**config.mk**
```make
export PLATFORM = sky130hd
export DESIGN_NAME = note_judge_ctrl
export DESIGN_NICKNAME = d
export VERILOG_FILES = /design/src/rtl/note_judge_ctrl.sv
export SDC_FILE = /design/constraint.sdc
export NUM_CORES = 1
export LEC_CHECK = 0
export ABC_CLOCK_PERIOD_IN_PS = 4019
export BUFFER_PORTS_ARGS = -buffer_cell sky130_fd_sc_hd__buf_2
export CORE_UTILIZATION = 42
export CTS_CLUSTER_DIAMETER = 30
export DETAILED_ROUTE_END_ITERATION = 8
export PLACE_DENSITY = 0.6
export SYNTH_ARGS = -nofsm -noshare
export SYNTH_HDL_FRONTEND = slang
export SYNTH_SLANG_ARGS = --single-unit
```
**constraint.sdc**
```tcl
create_clock -name clk -period 4.02 [get_ports clk]
set_input_delay 0.402 -clock clk [delete_from_list [all_inputs] [get_ports clk]]
set_output_delay 0.402 -clock clk [all_outputs]
set_load 0.02 [all_outputs]
```
**src/rtl/note_judge_ctrl.sv**
```systemverilog
`default_nettype none
// ============================================================================
//  Module      : note_judge_ctrl
//  Description : Beat-chart note scheduler and lane hit judge. Walks the chart
//                ROM, spawns notes into per-lane flight timers, judges key
//                presses against a hit window and reports miss / recover /
//                done to the game control FSM plus combo and lane occupancy
//                to the display path.
//                Optional feature macro: JUDGE_PERFECT_EN adds PERFECT_WIN
//                and a saturating perfect_cnt output.
//  Revision    : 1.0 - initial release
// ============================================================================
module note_judge_ctrl #(
    parameter int LANES        = 4,
    parameter int ADDR_W       = 8,
    parameter int TICK_DIV     = 50000,
    parameter int TRAVEL       = 32,
    parameter int HIT_WIN      = 4,
    parameter int RECOVER_HITS = 8
`ifdef JUDGE_PERFECT_EN
    ,
    parameter int PERFECT_WIN  = 1
`endif
) (
    input  logic              clk,
    input  logic              reset,
    input  logic              map,
    input  logic              chance,
    input  logic [LANES-1:0]  lane_key,
    output logic [ADDR_W-1:0] rom_addr,
    input  logic [LANES+7:0]  rom_data,
    output logic              miss,
    output logic              recover,
    output logic              done,
    output logic [7:0]        combo,
    output logic [LANES-1:0]  lane_active,
    output logic              note_hit
`ifdef JUDGE_PERFECT_EN
    ,
    output logic [9:0]        perfect_cnt
`endif
);

    localparam int c_PRESC_W = (TICK_DIV > 2) ? $clog2(TICK_DIV) : 1;

    typedef enum logic [2:0] {
        ST_IDLE  = 3'd0,
        ST_FETCH = 3'd1,
        ST_LATCH = 3'd2,
        ST_SPAWN = 3'd3,
        ST_RUN   = 3'd4,
        ST_DRAIN = 3'd5,
        ST_DONE  = 3'd6
    } state_t;

    state_t               r_state, w_state_nxt;
    logic                 r_map_q;
    logic [LANES-1:0]     r_key_q;
    logic [c_PRESC_W-1:0] r_presc;
    logic [ADDR_W-1:0]    r_addr;
    logic [LANES-1:0]     r_mask;
    logic [7:0]           r_delta;
    logic [7:0]           r_dcnt;
    logic [7:0]           r_timer [LANES];
    logic [LANES-1:0]     r_active;
    logic [2:0]           r_mq;
    logic [1:0]           r_mcnt;
    logic                 r_miss;
    logic [7:0]           r_combo;
    logic [7:0]           r_streak;
    logic                 r_recover;
    logic                 r_note_hit;

    logic                 w_abort, w_map_rise, w_counting, w_tick, w_miss_start;
    logic [LANES-1:0]     w_press, w_hit, w_exp, w_spawn, w_lmiss;
    logic [7:0]           w_nhit, w_nmiss, w_mq_sum;
    logic [2:0]           w_mq_nxt;
    logic [8:0]           w_combo_sum, w_streak_sum;

    // Dropping map anywhere outside IDLE abandons the chart on the next edge.
    assign w_abort      = (r_state != ST_IDLE) && !map;
    assign w_map_rise   = map && !r_map_q;
    assign w_counting   = (r_state != ST_IDLE) && (r_state != ST_DONE);
    assign w_tick       = w_counting && (r_presc == c_PRESC_W'(TICK_DIV - 1));
    assign w_miss_start = (r_mcnt == 2'd0) && (r_mq != 3'd0);

    // Per-lane judging: hits beat expiry, re-spawn over a live note is a miss.
    always_comb begin
        w_press = lane_key & ~r_key_q;
        w_hit   = '0;
        w_exp   = '0;
        w_spawn = '0;
        w_lmiss = '0;
        w_nhit  = 8'd0;
        w_nmiss = 8'd0;
        for (int i = 0; i < LANES; i++) begin
            w_spawn[i] = (r_state == ST_SPAWN) && r_mask[i];
            w_hit[i]   = w_press[i] && r_active[i] && (r_timer[i] <= 8'(HIT_WIN));
            w_exp[i]   = r_active[i] && w_tick && (r_timer[i] <= 8'd1) && !w_hit[i];
            w_lmiss[i] = w_exp[i] || (w_spawn[i] && r_active[i] && !w_hit[i]);
            w_nhit     = w_nhit  + {7'd0, w_hit[i]};
            w_nmiss    = w_nmiss + {7'd0, w_lmiss[i]};
        end
    end

    // Saturating arithmetic for the miss queue, combo and streak.
    always_comb begin
        w_mq_sum     = {5'd0, r_mq} + w_nmiss - {7'd0, w_miss_start};
        w_mq_nxt     = (w_mq_sum > 8'd7) ? 3'd7 : w_mq_sum[2:0];
        w_combo_sum  = {1'b0, r_combo}  + {1'b0, w_nhit};
        w_streak_sum = {1'b0, r_streak} + {1'b0, w_nhit};
        if (w_combo_sum[8])  w_combo_sum  = 9'd255;
        if (w_streak_sum[8]) w_streak_sum = 9'd255;
    end

    // Chart-walk state register.
    always_ff @(posedge clk) begin
        if (reset) r_state <= ST_IDLE;
        else       r_state <= w_state_nxt;
    end

    // Chart-walk next-state logic.
    always_comb begin
        w_state_nxt = r_state;
        case (r_state)
            ST_IDLE:  if (w_map_rise) w_state_nxt = ST_FETCH;
            ST_FETCH: w_state_nxt = ST_LATCH;
            ST_LATCH: w_state_nxt = (rom_data == '0) ? ST_DRAIN : ST_SPAWN;
            ST_SPAWN: w_state_nxt = ST_RUN;
            ST_RUN:   if ((r_dcnt == 8'd0) || (w_tick && (r_dcnt == 8'd1)))
                          w_state_nxt = ST_FETCH;
            ST_DRAIN: if ((r_active == '0) && (r_mq == 3'd0) && !r_miss)
                          w_state_nxt = ST_DONE;
            ST_DONE:  w_state_nxt = ST_DONE;
            default:  w_state_nxt = ST_IDLE;
        endcase
        if (w_abort) w_state_nxt = ST_IDLE;
    end

    // Input history, tick prescaler, ROM address and delta countdown.
    always_ff @(posedge clk) begin
        if (reset) begin
            r_map_q <= 1'b0;
            r_key_q <= '0;
        end else begin
            r_map_q <= map;
            r_key_q <= lane_key;
        end
        if (reset || w_abort) begin
            r_presc <= '0;
            r_addr  <= '0;
            r_mask  <= '0;
            r_delta <= 8'd0;
            r_dcnt  <= 8'd0;
        end else begin
            if (w_tick)          r_presc <= '0;
            else if (w_counting) r_presc <= r_presc + c_PRESC_W'(1);
            if (r_state == ST_IDLE && w_map_rise) r_addr <= '0;
            if (r_state == ST_LATCH) begin
                r_mask  <= rom_data[LANES+7:8];
                r_delta <= rom_data[7:0];
            end
            if (r_state == ST_SPAWN) begin
                r_dcnt <= r_delta;
                r_addr <= r_addr + ADDR_W'(1);
            end else if (r_state == ST_RUN && w_tick && r_dcnt != 8'd0) begin
                r_dcnt <= r_dcnt - 8'd1;
            end
        end
    end

    // Lane flight timers and occupancy.
    always_ff @(posedge clk) begin
        for (int i = 0; i < LANES; i++) begin
            if (reset || w_abort) begin
                r_timer[i]  <= 8'd0;
                r_active[i] <= 1'b0;
            end else if (w_spawn[i]) begin
                r_timer[i]  <= 8'(TRAVEL);
                r_active[i] <= 1'b1;
            end else if (w_hit[i] || w_exp[i]) begin
                r_timer[i]  <= 8'd0;
                r_active[i] <= 1'b0;
            end else if (w_tick && r_active[i]) begin
                r_timer[i]  <= r_timer[i] - 8'd1;
            end
        end
    end

    // Scoring: miss pulse player (2 high / 2 low), combo, streak and recover.
    always_ff @(posedge clk) begin
        if (reset || w_abort) begin
            r_mq       <= 3'd0;
            r_mcnt     <= 2'd0;
            r_miss     <= 1'b0;
            r_combo    <= 8'd0;
            r_streak   <= 8'd0;
            r_recover  <= 1'b0;
            r_note_hit <= 1'b0;
        end else begin
            r_note_hit <= (w_nhit != 8'd0);
            r_mq       <= w_mq_nxt;
            if (w_miss_start) begin
                r_miss <= 1'b1;
                r_mcnt <= 2'd3;
            end else if (r_mcnt != 2'd0) begin
                r_miss <= (r_mcnt == 2'd3);
                r_mcnt <= r_mcnt - 2'd1;
            end
            if (w_nmiss != 8'd0) begin
                r_combo  <= 8'd0;
                r_streak <= 8'd0;
            end else if (w_nhit != 8'd0) begin
                r_combo  <= w_combo_sum[7:0];
                r_streak <= w_streak_sum[7:0];
            end
            // A consumed recover (chance closes) spends the streak.
            if (!chance) begin
                r_recover <= 1'b0;
                if (r_recover) r_streak <= 8'd0;
            end else if (r_streak >= 8'(RECOVER_HITS)) begin
                r_recover <= 1'b1;
            end
        end
    end

`ifdef JUDGE_PERFECT_EN
    logic [7:0]  w_nperf;
    logic [10:0] w_perf_sum;
    logic [9:0]  r_perfect;

    // Count hits landing inside the tighter perfect window.
    always_comb begin
        w_nperf = 8'd0;
        for (int i = 0; i < LANES; i++)
            w_nperf = w_nperf + {7'd0, (w_hit[i] && (r_timer[i] <= 8'(PERFECT_WIN)))};
        w_perf_sum = {1'b0, r_perfect} + {3'd0, w_nperf};
    end

    // Saturating perfect counter; abort is the only way back to IDLE.
    always_ff @(posedge clk) begin
        if (reset || w_abort)       r_perfect <= 10'd0;
        else if (w_perf_sum[10])    r_perfect <= 10'd1023;
        else                        r_perfect <= w_perf_sum[9:0];
    end

    assign perfect_cnt = r_perfect;
`endif

    assign rom_addr    = r_addr;
    assign miss        = r_miss;
    assign recover     = r_recover;
    assign done        = (r_state == ST_DONE);
    assign combo       = r_combo;
    assign lane_active = r_active;
    assign note_hit    = r_note_hit;

endmodule
`default_nettype wire

```
Word-level counts from Yosys, hierarchy flattened
Memory sizes are Yosys's and may differ from the RTL's.
Index checks and enable logic that the tools add are counted.
{"block": "classes", "n_eq_ne": 13, "n_lt_le_gt_ge": 10, "mux": 90, "n_bitwise": 15, "reduce_logical": 84, "add_sub_neg": 18}
{"op": "$mux W8", "count": 22}
{"op": "$mux W1", "count": 60}
{"op": "$logic_and A1 B1 Y1", "count": 43}
{"op": "$sub A8 B1 Y8 const B", "count": 5}
{"op": "$le A8 B1 Y1 const B", "count": 4}
{"op": "$le A8 B3 Y1 const B", "count": 4}
{"op": "$reduce_bool A8 Y1", "count": 3}
{"op": "$pmux W3 S7", "count": 1}
{"op": "$add A8 B4 Y9", "count": 2}
{"op": "$add A16 B1 Y16 const B", "count": 1}
{"op": "$eq A16 B16 Y1 const B", "count": 1}
{"op": "$reduce_bool A2 Y1", "count": 8}
{"op": "$mux W3", "count": 5}
{"op": "$logic_not A12 Y1", "count": 1}
{"op": "$or A1 B1 Y1", "count": 12}
{"op": "$logic_or A1 B1 Y1", "count": 10}
{"op": "$eq A3 B3 Y1 const B", "count": 3}
{"op": "$add A3 B1 Y4", "count": 2}
{"op": "$add A8 B1 Y8 const B", "count": 1}
{"op": "$eq A8 B1 Y1 const B", "count": 1}
{"op": "$ge A8 B4 Y1 const B", "count": 1}
{"op": "$gt A8 B3 Y1 const B", "count": 1}
{"op": "$logic_not A8 Y1", "count": 1}
{"op": "$reduce_or A2 Y1", "count": 4}
{"op": "other kinds (20)", "count": 34}
{"block": "word_totals", "output_inout_bits": 24, "ff_bits": 80, "mem_count": 1, "inputBits": 20, "mem_bits_rw": 32}
{"name": "r_timer", "words": 4, "width": 8, "read_ports": 4, "rd_ports_with_merged_regs": 0, "write_ports": 4, "line": "64", "text": "logic [7:0] r_timer [LANES];"}

Depth between registers and ports, before layout
Gate-level depths: netlist of the first run.
{"block": "depth", "word_depth": 14, "depth_mapped": 19, "ltp_nobuf": 18}

Worst setup path before layout of the first run
Ideal clock, no wire load.
{"block": "synth_timing", "kind": "reg2reg", "startpoint": "register r_presc[5]", "endpoint": "register r_mq[0]", "n_path_buf": 0, "t_arrival_ps": 3973, "path_stages_with_launch": 17, "path_slack_ps": -85, "cell_sequence": "dfxtp_1 nor4b_1 nand3_1 or4_1 a21oi_1 fa_1 ha_1 inv_1 ha_1 inv_1 ha_1 inv_1 fa_1 nor3b_1 o21ai_0 o31ai_1 a21oi_1"}
{"block": "synth_via", "elab_chain_len": 13, "word_cells_on_any_way": 25}
{"element": "start, declared", "line": "59", "text": "logic [c_PRESC_W-1:0] r_presc;"}
{"element": "start signal, assigned", "line": "157", "text": "else if (w_counting) r_presc <= r_presc + c_PRESC_W'(1);"}
{"element": "$eq A16 B16 Y1 *", "line": "84", "text": "assign w_tick = w_counting && (r_presc == c_PRESC_W'(TICK_DIV - 1));"}
{"element": "$logic_and A1 B1 Y1 *", "line": "84"}
{"element": "$logic_and A1 B1 Y1 (3 in a row)", "line": "99", "text": "w_exp[i] = r_active[i] && w_tick && (r_timer[i] <= 8'd1) && !w_hit[i];"}
{"element": "$logic_or A1 B1 Y1", "line": "100", "text": "w_lmiss[i] = w_exp[i] || (w_spawn[i] && r_active[i] && !w_hit[i]);"}
{"element": "$add A1 B1 Y2", "line": "102", "text": "w_nmiss = w_nmiss + {7'd0, w_lmiss[i]};"}
{"element": "$add A2 B1 Y3", "line": "102"}
{"element": "$add A3 B1 Y4 *", "line": "102"}
{"element": "$add A3 B4 Y5 *", "line": "108", "text": "w_mq_sum = {5'd0, r_mq} + w_nmiss - {7'd0, w_miss_start};"}
{"element": "$sub A5 B1 Y6 *", "line": "108"}
{"element": "$gt A8 B3 Y1", "line": "109", "text": "w_mq_nxt = (w_mq_sum > 8'd7) ? 3'd7 : w_mq_sum[2:0];"}
{"element": "$mux W3 *", "line": "109"}
{"element": "end signal, assigned", "line": "202", "text": "r_mq <= w_mq_nxt;"}
{"element": "end, declared", "line": "66", "text": "logic [2:0] r_mq;"}
Mark *: on every way between the ends. The rest lies on a longest branch, timed or not.
A chain may end at the register's enable or synchronous reset.

Worst setup path in the final report of the first run
{"block": "layout_timing", "startpoint": "register r_presc[12]", "endpoint": "register r_mq[2]"}
The elaborated chain is that of the path after synthesis.

==> results of run 1 <==
-- layout by cell type (no fill, tap or decap), types with 5 or more instances in the layout --
cell type	count
nor3_1	22
a21oi_1	41
a211oi_1	9
buf_4	44
ha_1	29
nand4_1	6
clkbuf_16	9
edfxtp_1	32
nand3_1	24
nand2b_1	7
and3_1	7
nor4_1	12
a21o_1	7
mux2i_1	15
a31oi_1	5
buf_2	43
nor2b_1	13
nand2_1	42
o21ai_0	13
dfxtp_1	77
xor2_1	16
or3_1	5
xnor2_1	29
nor2_1	103
or4_1	5
inv_1	31
-- per-stage QoR --
step,instances,utilization (%)
after floorplan,666,-
after global placement,910,48.5
after detailed placement,910,48.5
after CTS,927,50.8
after global routing,929,52.1
final,929,52.1
-- synthesized netlist by cell type, drive strengths merged, types with 3 or more instances --
library cell	number
a211oi	9
a21o	7
a21oi	45
a31oi	5
and3	8
and4	4
buf	7
clkbuf	13
dfxtp	80
edfxtp	32
fa	5
ha	34
inv	33
mux2i	15
nand2	42
nand2b	7
nand3	25
nand3b	3
nand4	6
nor2	103
nor2b	14
nor3	26
nor3b	5
nor4	15
nor4b	5
o2111ai	4
o21ai	17
o221a	3
o31ai	6
or3	5
or4	7
xnor2	29
xor2	17
-- cells by family after synthesis --
family                     after synthesis  synth area share [%]
and+or+nand+nor                        287                  24.6
buffers and inverters                   53                  3.37
DFF                                    112                  42.1
adders and majority gates               39                  8.63
AOI/OAI and AO/OA                      112                  11.8
muxes                                   17                  2.84
xor gates and xnor gates                46                  6.74
-- sequential cells by signal (all words and copies together), names as in the netlist --
signal,flops
combo,8
lane_active,4
miss,1
note_hit,1
r_dcnt,8
r_delta,8
r_key_q,4
r_map_q,1
r_mask,4
r_mcnt,2
r_mq,3
r_presc,16
r_state,3
r_streak,8
r_timer,32
recover,1
rom_addr,8
-- what timing repair did --
action                                  in CTS  in global routing
setup buffers                                1                  2
endpoints found under the setup margin       3                 12
pin swaps                                    2                 14
gates resized for setup                      2                 34
hold endpoints to repair                     0                  0
-- worst reg2reg max path: cells and delay by family (launching register included) --
family | cells | cell delay [ns]
adder cells (fa/ha/maj) | 5 | 1.56
AND/OR/NAND/NOR | 4 | 1.27
AO/OA/AOI/OAI | 4 | 0.41
flip-flops | 1 | 0.34
buffers and inverters | 3 | 0.17
-- per-layer routing --
| metal | vias up | part of all wire (%) | global-route usage (%) | wire length, µm |
|---|---|---|---|---|
| met4 | 0 | 2.0 | 8.54 | 291 |
| met1 | 2398 | 46 | 24.8 | 6530 |
| li1 | 2529 | - | - | - |
| met2 | 79 | 49 | 34.3 | 6970 |
| met3 | 19 | 3.2 | 2.79 | 451 |
| met5 | - | 0 | 0 | 0 |
-- path summary, 6_finish.rpt --
path / startpoint / slack (ns) / cells after the start / to
hold reg to reg: r_delta[1] / 0.50 / 2 / r_dcnt[1]
setup reg to reg: r_presc[12] / 0.15 / 16 / r_mq[2]
setup / recovery: r_presc[12] / 0.15 / 16 / r_mq[2]
hold / removal: lane_key[1] / 0.28 / 2 / r_key_q[1]
-- power breakdown --
group | switching, mW | internal [mW] | total [mW]
Clock | 0.417 | 0.544 | 0.961
Sequential | 0.0573 | 1.23 | 1.29
Combinational | 0.348 | 0.285 | 0.633
-- cell type report --
cell class / instances / area, µm² / area share, %
clock buffer: 10 / 229 / 3.14
clock inverter: 6 / 83.8 / 1.15
inverter: 33 / 124 / 1.70
multi-input combinational: 501 / 3520 / 48.2
sequential: 112 / 2570 / 35.2
tap: 180 / 225 / 3.09
timing repair buffer: 87 / 546 / 7.48
==> results.sh, run 1 <==
export IMPL_drc_errors=0
export IMPL_num_fill_cells=1295
export IMPL_placed_area_um2=6780
export IMPL_fmax_mhz=259
export IMPL_cp_num_buf_inv=3
export IMPL_initial_core_util_pct=43.5
export IMPL_fin_area_um2=7290
export IMPL_dp_hpwl_mm=10.5
export IMPL_relSlewSlack_pct=30.5
export IMPL_clk_latency_ns=0.36
export IMPL_crit_required_ns=4.25
export IMPL_synth_seq_cells=112
export IMPL_worstSetupEndpointType="flip-flop"
export IMPL_yosysTopAreaCellShare_pct=26.3
export IMPL_synth_warning_count=0
export IMPL_io_buffer_count=43
export IMPL_grt_pass1_wl_mm=23.2
export IMPL_start_kind="flip-flop"
export IMPL_antenna_found_initial=0
export IMPL_setup_ws_ns=0.154
export IMPL_rows=43
export IMPL_path_max_fanout=3
export IMPL_status="complete, no violations"
export IMPL_drv_slew=0
export IMPL_grtUsageTotal_pct=19.9
export IMPL_overflow=0
export IMPL_drive_above_1_share_pct=19.6
export IMPL_vias=5025
export IMPL_clkTransAtPathRegs_ns=0.07
export IMPL_first_pass_iters=4
export IMPL_grt_max_degree=30
export IMPL_hold_path_class="input pin to flip-flop"
export IMPL_core_region_area_um2=14000
export IMPL_path_class="flip-flop to flip-flop"
export IMPL_die_area_um2=15000
export IMPL_vias_per_cell=5.41
export IMPL_power_density_nw_per_um2=395
export IMPL_postCtsHoldBufs=0
export IMPL_cp_top_family="adder cells"
export IMPL_hold_worst_slack_ns=0.279
export IMPL_ioPinCount=44
export IMPL_final_hold_viol_count=0
export IMPL_setup_tns_ns=0
export IMPL_clock_skew_ns=0.0126
export IMPL_cts_root_buf="clkbuf_16"
export IMPL_cts_buffers=9
export IMPL_path_cells="nor4b_4 -> nand3_2 -> or4_4 -> a21oi_4 -> fa_1 -> ha_4 -> inv_1 -> ha_1 -> inv_2 -> ha_4 -> inv_1 -> fa_2 -> nor3b_2 -> o21ai_2 -> o31ai_4 -> a21oi_1"
export IMPL_die_width_um=122
export IMPL_postSynthNetCount=725
export IMPL_htreeDepth=3
export IMPL_cp_slowest_cell="or4_4"
export IMPL_p_total_mw=2.88
export IMPL_p_leak_nw=2.86
export IMPL_yosysTopAreaCell="dfxtp_1"
export IMPL_min_period_ns=3.87
export IMPL_area_growth_pct=19.8
export IMPL_grt_pass1_vias=4873
export IMPL_cp_arrival_ns=4.10
export IMPL_antenna_cells=0
export IMPL_tightestPinTransition_ns=1.04
export IMPL_ys_flop_type="dfxtp_1"
export IMPL_synth_edf_count=32
export IMPL_pre_cts_ws_ns=-0.0172
export IMPL_synth_cell_type_count=62
export IMPL_ant_nets=0
export IMPL_ys_seq_area_share_pct=42.1
export IMPL_finalWeightedCongestion=0.873
export IMPL_ir_drop_v=0.000241
export IMPL_maxCapViolCount=0
export IMPL_syn_avg_cell_area_um2=9.14
export IMPL_drtIter0Drc=297
export IMPL_synthArstFlopShare_pct=0
export IMPL_cts_sinks=112
export IMPL_finalSetupViolCount=0
export IMPL_cts_tree="yes"
export IMPL_wire_per_inst_um=15.3
export IMPL_cpPeakStageDelay_ns=0.59
export IMPL_syn_inst=666
export IMPL_cts_buffer_depth=2
export IMPL_drt_total_wl_mm=14.2
export IMPL_nets=803
export IMPL_period_share_pct=96.2
export IMPL_die_y_um=122
export IMPL_netlist_area_um2=6090
export IMPL_synth_area_leaders="dfxtp_1, edfxtp_1, ha_1, nor2_1, xnor2_1"
No activity file was read; power rests on OpenSTA's default activity.
==> inputs of run 2 (changes only) <==
--- a/config.mk
+++ b/config.mk
@@ -10,6 +10,7 @@
 export CORE_UTILIZATION = 42
 export CTS_CLUSTER_DIAMETER = 30
 export DETAILED_ROUTE_END_ITERATION = 8
+export GPL_TIMING_DRIVEN = 0
 export PLACE_DENSITY = 0.6
 export SYNTH_ARGS = -nofsm -noshare
 export SYNTH_HDL_FRONTEND = slang
==> run 2 against run 1 <==
  * Combinational power up 5.7%
  * Sequential share of layout area increased by 0.60 points
  * Fmax is 2.8% lower
  * Largest cell class unchanged
==> results.sh, run 2 (synthesized netlist as in run 1, its figures left out) <==
export IMPL_cts_sinks=112
export IMPL_first_pass_iters=4
export IMPL_die_area_um2=15000
export IMPL_grt_max_degree=18
export IMPL_rows=43
export IMPL_grt_pass1_vias=4711
export IMPL_pre_cts_ws_ns=-0.723
export IMPL_drtIter0Drc=296
export IMPL_startpoint="r_timer[3][5]"
export IMPL_cts_tree="yes"
export IMPL_num_fill_cells=1348
export IMPL_setup_ws_ns=0.0425
export IMPL_worstSetupEndpointType="flip-flop"
export IMPL_vias=4995
export IMPL_biggestRegsByFlops="r_timer (32), r_presc (16)"
export IMPL_overflow=0
export IMPL_io_buffer_count=43
export IMPL_rr_endpoint="r_mq[1]"
export IMPL_p_total_mw=2.84
export IMPL_min_to="r_key_q[1]"
export IMPL_tightestPinTransition_ns=0.737
export IMPL_final_hold_viol_count=0
export IMPL_grtUsageTotal_pct=19.8
export IMPL_maxCapViolCount=0
export IMPL_grt_setup_unrepaired="yes"
export IMPL_finalWeightedCongestion=0.836
export IMPL_top_register="r_timer"
export IMPL_layout_common_cells="nor2_1, dfxtp_1, buf_2"
export IMPL_min_period_ns=3.98
export IMPL_fmax_mhz=251
export IMPL_final_common_cell="nor2_1"
export IMPL_r2r_slack_ns=0.04
export IMPL_clk_latency_ns=0.36
export IMPL_placed_area_um2=6540
export IMPL_cts_buffers=9
export IMPL_crit_required_ns=4.24
export IMPL_drc_errors=0
export IMPL_cp_arrival_ns=4.20
export IMPL_p_leak_nw=2.75
export IMPL_ir_drop_v=0.000334
export IMPL_cts_buffer_depth=2
export IMPL_core_region_area_um2=14000
export IMPL_postCtsHoldBufs=0
export IMPL_power_density_nw_per_um2=395
export IMPL_die_width_um=122
export IMPL_wire_per_inst_um=15.6
export IMPL_drt_total_wl_mm=14.3
export IMPL_hold_path_class="input pin to flip-flop"
export IMPL_die_y_um=122
export IMPL_start_kind="flip-flop"
export IMPL_antenna_cells=0
export IMPL_path_max_fanout=3
export IMPL_clkTransAtPathRegs_ns=0.07
export IMPL_reg2reg_depth=16
export IMPL_reg2reg_from="r_timer[3][5]"
export IMPL_setup_tns_ns=0
export IMPL_hold_path_depth=2
export IMPL_hp_start="lane_key[1]"
export IMPL_status="complete, no violations"
export IMPL_grt_pass1_wl_mm=23.1
export IMPL_area_growth_pct=18.1
export IMPL_initial_core_util_pct=43.5
export IMPL_path_class="flip-flop to flip-flop"
export IMPL_drv_slew=0
export IMPL_period_share_pct=98.9
export IMPL_drive_above_1_share_pct=19.4
export IMPL_antenna_found_initial=0
export IMPL_ant_nets=0
export IMPL_htreeDepth=3
export IMPL_fin_area_um2=7190
export IMPL_relSlewSlack_pct=50.7
export IMPL_finalSetupViolCount=0
export IMPL_dp_hpwl_mm=10.2
export IMPL_clock_skew_ns=0.00699
export IMPL_ioPinCount=44
export IMPL_cts_root_buf="clkbuf_16"
export IMPL_largest_reg_flops=32
export IMPL_vias_per_cell=5.44
export IMPL_nets=792
## run 2: changes by cell type in the layout (fill, tap and decap cells not counted), moves of 3 or more
cell,change
buf_4,-26
clkbuf_1,+6
buf_2,+4
inv_1,-4
dfxtp_1,-3
inv_2,+3
## run 2: repair_timing
action,in CTS,in global routing
gates resized for setup,38,23
setup buffers,13,4
pin swaps,14,18
endpoints found under the setup margin,19,14
## run 2: critical path: stages, from the launching register on
cell	delay, ns
edfxtp_1	0.44
nor3_2	0.23
nand3b_1	0.14
buf_4	0.16
or4_4	0.55
a21oi_4	0.17
fa_1	0.47
ha_4	0.19
ha_4	0.26
inv_2	0.04
ha_4	0.28
inv_4	0.04
ha_4	0.23
a21oi_4	0.16
nor2b_2	0.07
o31ai_4	0.29
a21oi_1	0.12
## run 2: stage by stage
step | util [%] | std cells | hold WS, ns
after floorplan | - | 666 | 0.444
after global placement | 46.8 | 889 | 0.456
after detailed placement | 46.8 | 889 | 0.477
after CTS | 50.6 | 915 | 0.267
after global routing | 51.4 | 918 | 0.266
final | 51.4 | 918 | 0.274
## run 2: worst max path at each step
stage	endpoint	slack (ns)
3_3_place_gp	r_mq[0]	-0.68
5_1_grt	r_mq[1]	-0.08
6_report	r_mq[1]	0.04
3_5_place_dp	r_mq[0]	-0.72
4_1_cts	r_mq[2]	0.01
2_1_floorplan	r_mq[0]	0.05
## run 2: final cells by class
cell class	count	area, µm²	area share [%]
plain buffers	16	75.1	1.04
clock buffers	12	256	3.57
clock inverters	4	27.5	0.383
inverters	33	126	1.76
multi-input cells	501	3560	49.6
flip-flops and latches	112	2570	35.8
well taps	180	225	3.13
repair buffers	60	343	4.77
## run 2: power by group
group | total [mW] | internal (mW) | leakage, nW | switching, mW
clock | 0.882 | 0.456 | 0.139 | 0.426
combinational | 0.669 | 0.298 | 1.63 | 0.372
sequential | 1.29 | 1.23 | 0.988 | 0.0607
total | 2.84 | 1.98 | 2.75 | 0.859
## run 2: metal layers
metal / global-route usage [%] / part of all wire (%) / vias up / wire length [µm]
met4: 5.26 / 1.0 / 0 / 148
met2: 32.5 / 49 / 83 / 6930
met3: 4.60 / 4.0 / 10 / 567
met5: 0 / 0 / - / 0
met1: 25.9 / 46 / 2397 / 6630
li1: - / - / 2505 / -
==> inputs of run 3 (changes only) <==
--- a/config.mk
+++ b/config.mk
@@ -8,10 +8,11 @@
 export ABC_CLOCK_PERIOD_IN_PS = 4019
 export BUFFER_PORTS_ARGS = -buffer_cell sky130_fd_sc_hd__buf_2
 export CORE_UTILIZATION = 42
-export CTS_CLUSTER_DIAMETER = 30
+export CTS_CLUSTER_DIAMETER = 150
 export DETAILED_ROUTE_END_ITERATION = 8
 export GPL_TIMING_DRIVEN = 0
 export PLACE_DENSITY = 0.6
+export RECOVER_POWER = 100
 export SYNTH_ARGS = -nofsm -noshare
 export SYNTH_HDL_FRONTEND = slang
 export SYNTH_SLANG_ARGS = --single-unit
==> run 3 against run 2 <==
  * Combinational power is 0.6% lower
  * Critical path type unchanged
  * Hold slack hardly changed
  * Largest power group unchanged
  * Flip-flop and latch count stayed put
  * Clock-buffer cell count stayed put
  * Wire length is 0.43% lower
  * Critical path depth stayed put
==> results.sh, run 3 (synthesized netlist as in run 1, its figures left out) <==
export IMPL_layout_common_cells="nor2_1, dfxtp_1, nand2_1"
export IMPL_maxCapViolCount=0
export IMPL_setup_tns_ns=0
export IMPL_clk_latency_ns=0.36
export IMPL_top_register="r_timer"
export IMPL_cts_buffer_depth=2
export IMPL_die_area_um2=15000
export IMPL_io_buffer_count=43
export IMPL_reg2reg_depth=16
export IMPL_min_period_ns=3.98
export IMPL_antenna_found_initial=0
export IMPL_clock_skew_ns=0.00662
export IMPL_p_leak_nw=2.63
export IMPL_hold_path_depth=2
export IMPL_cts_buffers=9
export IMPL_grt_max_degree=18
export IMPL_vias_per_cell=5.43
export IMPL_worstSetupEndpointType="flip-flop"
export IMPL_biggestRegsByFlops="r_timer (32), r_presc (16)"
export IMPL_clkTransAtPathRegs_ns=0.07
export IMPL_finalWeightedCongestion=0.836
export IMPL_grt_pass1_wl_mm=23.1
export IMPL_regArea_um2=2570
export IMPL_path_class="flip-flop to flip-flop"
export IMPL_placed_area_um2=6540
export IMPL_fin_area_um2=7140
export IMPL_die_y_um=122
export IMPL_rr_endpoint="r_mq[1]"
export IMPL_overflow=0
export IMPL_ir_drop_v=0.000333
export IMPL_min_to="r_key_q[1]"
export IMPL_finalSetupViolCount=0
export IMPL_first_pass_iters=5
export IMPL_drc_errors=0
export IMPL_core_region_area_um2=14000
export IMPL_r2r_slack_ns=0.04
export IMPL_nets=792
export IMPL_final_hold_viol_count=0
export IMPL_fmax_mhz=251
export IMPL_wire_per_inst_um=15.5
export IMPL_fin_util_pct=51.0
export IMPL_hold_path_class="input pin to flip-flop"
export IMPL_cts_tree="yes"
export IMPL_drtIter0Drc=250
export IMPL_initial_core_util_pct=43.5
export IMPL_cts_sinks=112
export IMPL_drv_slew=0
export IMPL_final_common_cell="nor2_1"
export IMPL_area_growth_pct=17.2
export IMPL_ioPinCount=44
export IMPL_power_density_nw_per_um2=397
export IMPL_grt_pass1_vias=4711
export IMPL_num_fill_cells=1361
export IMPL_path_max_fanout=3
export IMPL_multiInputGateArea_um2=3540
export IMPL_ant_nets=0
export IMPL_cts_root_buf="clkbuf_16"
export IMPL_pre_cts_ws_ns=-0.723
export IMPL_hp_start="lane_key[1]"
export IMPL_relSlewSlack_pct=36.6
export IMPL_cp_arrival_ns=4.20
export IMPL_status="complete, no violations"
export IMPL_drive_above_1_share_pct=15.6
export IMPL_crit_required_ns=4.24
export IMPL_grtUsageTotal_pct=19.8
export IMPL_vias=4981
export IMPL_start_kind="flip-flop"
export IMPL_reg2reg_from="r_timer[3][5]"
export IMPL_setup_ws_ns=0.0423
export IMPL_largest_reg_flops=32
export IMPL_die_width_um=122
export IMPL_final_cells=918
export IMPL_antenna_cells=0
export IMPL_dp_cells=889
export IMPL_tightestPinTransition_ns=0.942
export IMPL_rows=43
export IMPL_drt_total_wl_mm=14.2
export IMPL_dp_hpwl_mm=10.2
export IMPL_grt_setup_unrepaired="yes"
export IMPL_period_share_pct=98.9
export IMPL_htreeDepth=3
## run 3: area by class of cell
type	instances	area share [%]
tap	180	3.16
timing repair buffer	60	4.38
clock buffer	12	3.59
inverter	33	1.77
clock inverter	4	0.386
buffer	16	1.02
multi-input combinational	501	49.6
sequential	112	36.1
## run 3: critical path, cell delays in order (launching register included)
cell and delay (ns):
edfxtp_1 0.44, nor3_2 0.23, nand3b_1 0.14, buf_4 0.16, or4_4 0.55, a21oi_4 0.17, fa_1 0.47, ha_4 0.19
ha_4 0.26, inv_2 0.04, ha_4 0.28, inv_4 0.04, ha_4 0.23, a21oi_4 0.16, nor2b_2 0.07, o31ai_4 0.29
a21oi_1 0.12
## run 3: how the worst max path moves through the flow
stage                       start  endpoint  cells after the start
floorplan              r_presc[5]   r_mq[0]                     16
CTS                   r_presc[13]   r_mq[2]                     15
global route        r_timer[3][5]   r_mq[1]                     17
global placement       r_state[0]   r_mq[0]                     17
finish              r_timer[3][5]   r_mq[1]                     16
detailed placement     r_state[0]   r_mq[0]                     17
## run 3: through the flow
step | hold slack, ns | power [mW]
2_1_floorplan | 0.444 | 1.65
3_3_place_gp | 0.456 | 1.76
3_5_place_dp | 0.477 | 1.78
4_1_cts | 0.267 | 2.71
5_1_grt | 0.266 | 2.99
6_report | 0.274 | 2.83
## run 3: what timing repair did
item                       in CTS  in global routing
gates resized for setup        38                 23
setup endpoints to repair      19                 14
pin swaps                      14                 18
hold buffers                    0                  0
buffers inserted               13                  4
## run 3: metal layers
metal,up-vias,GRT usage [%],share of wire [%]
met5,-,0,0
met4,0,5.26,1.0
met3,10,4.60,3.4
met2,73,32.5,48
met1,2394,25.9,47
li1,2504,-,-
## run 3: power by group
part	leakage (nW)	internal, mW	switching, mW
Clock	0.139	0.456	0.424
Sequential	0.988	1.23	0.0604
Combinational	1.51	0.295	0.370
Total	2.63	1.98	0.854
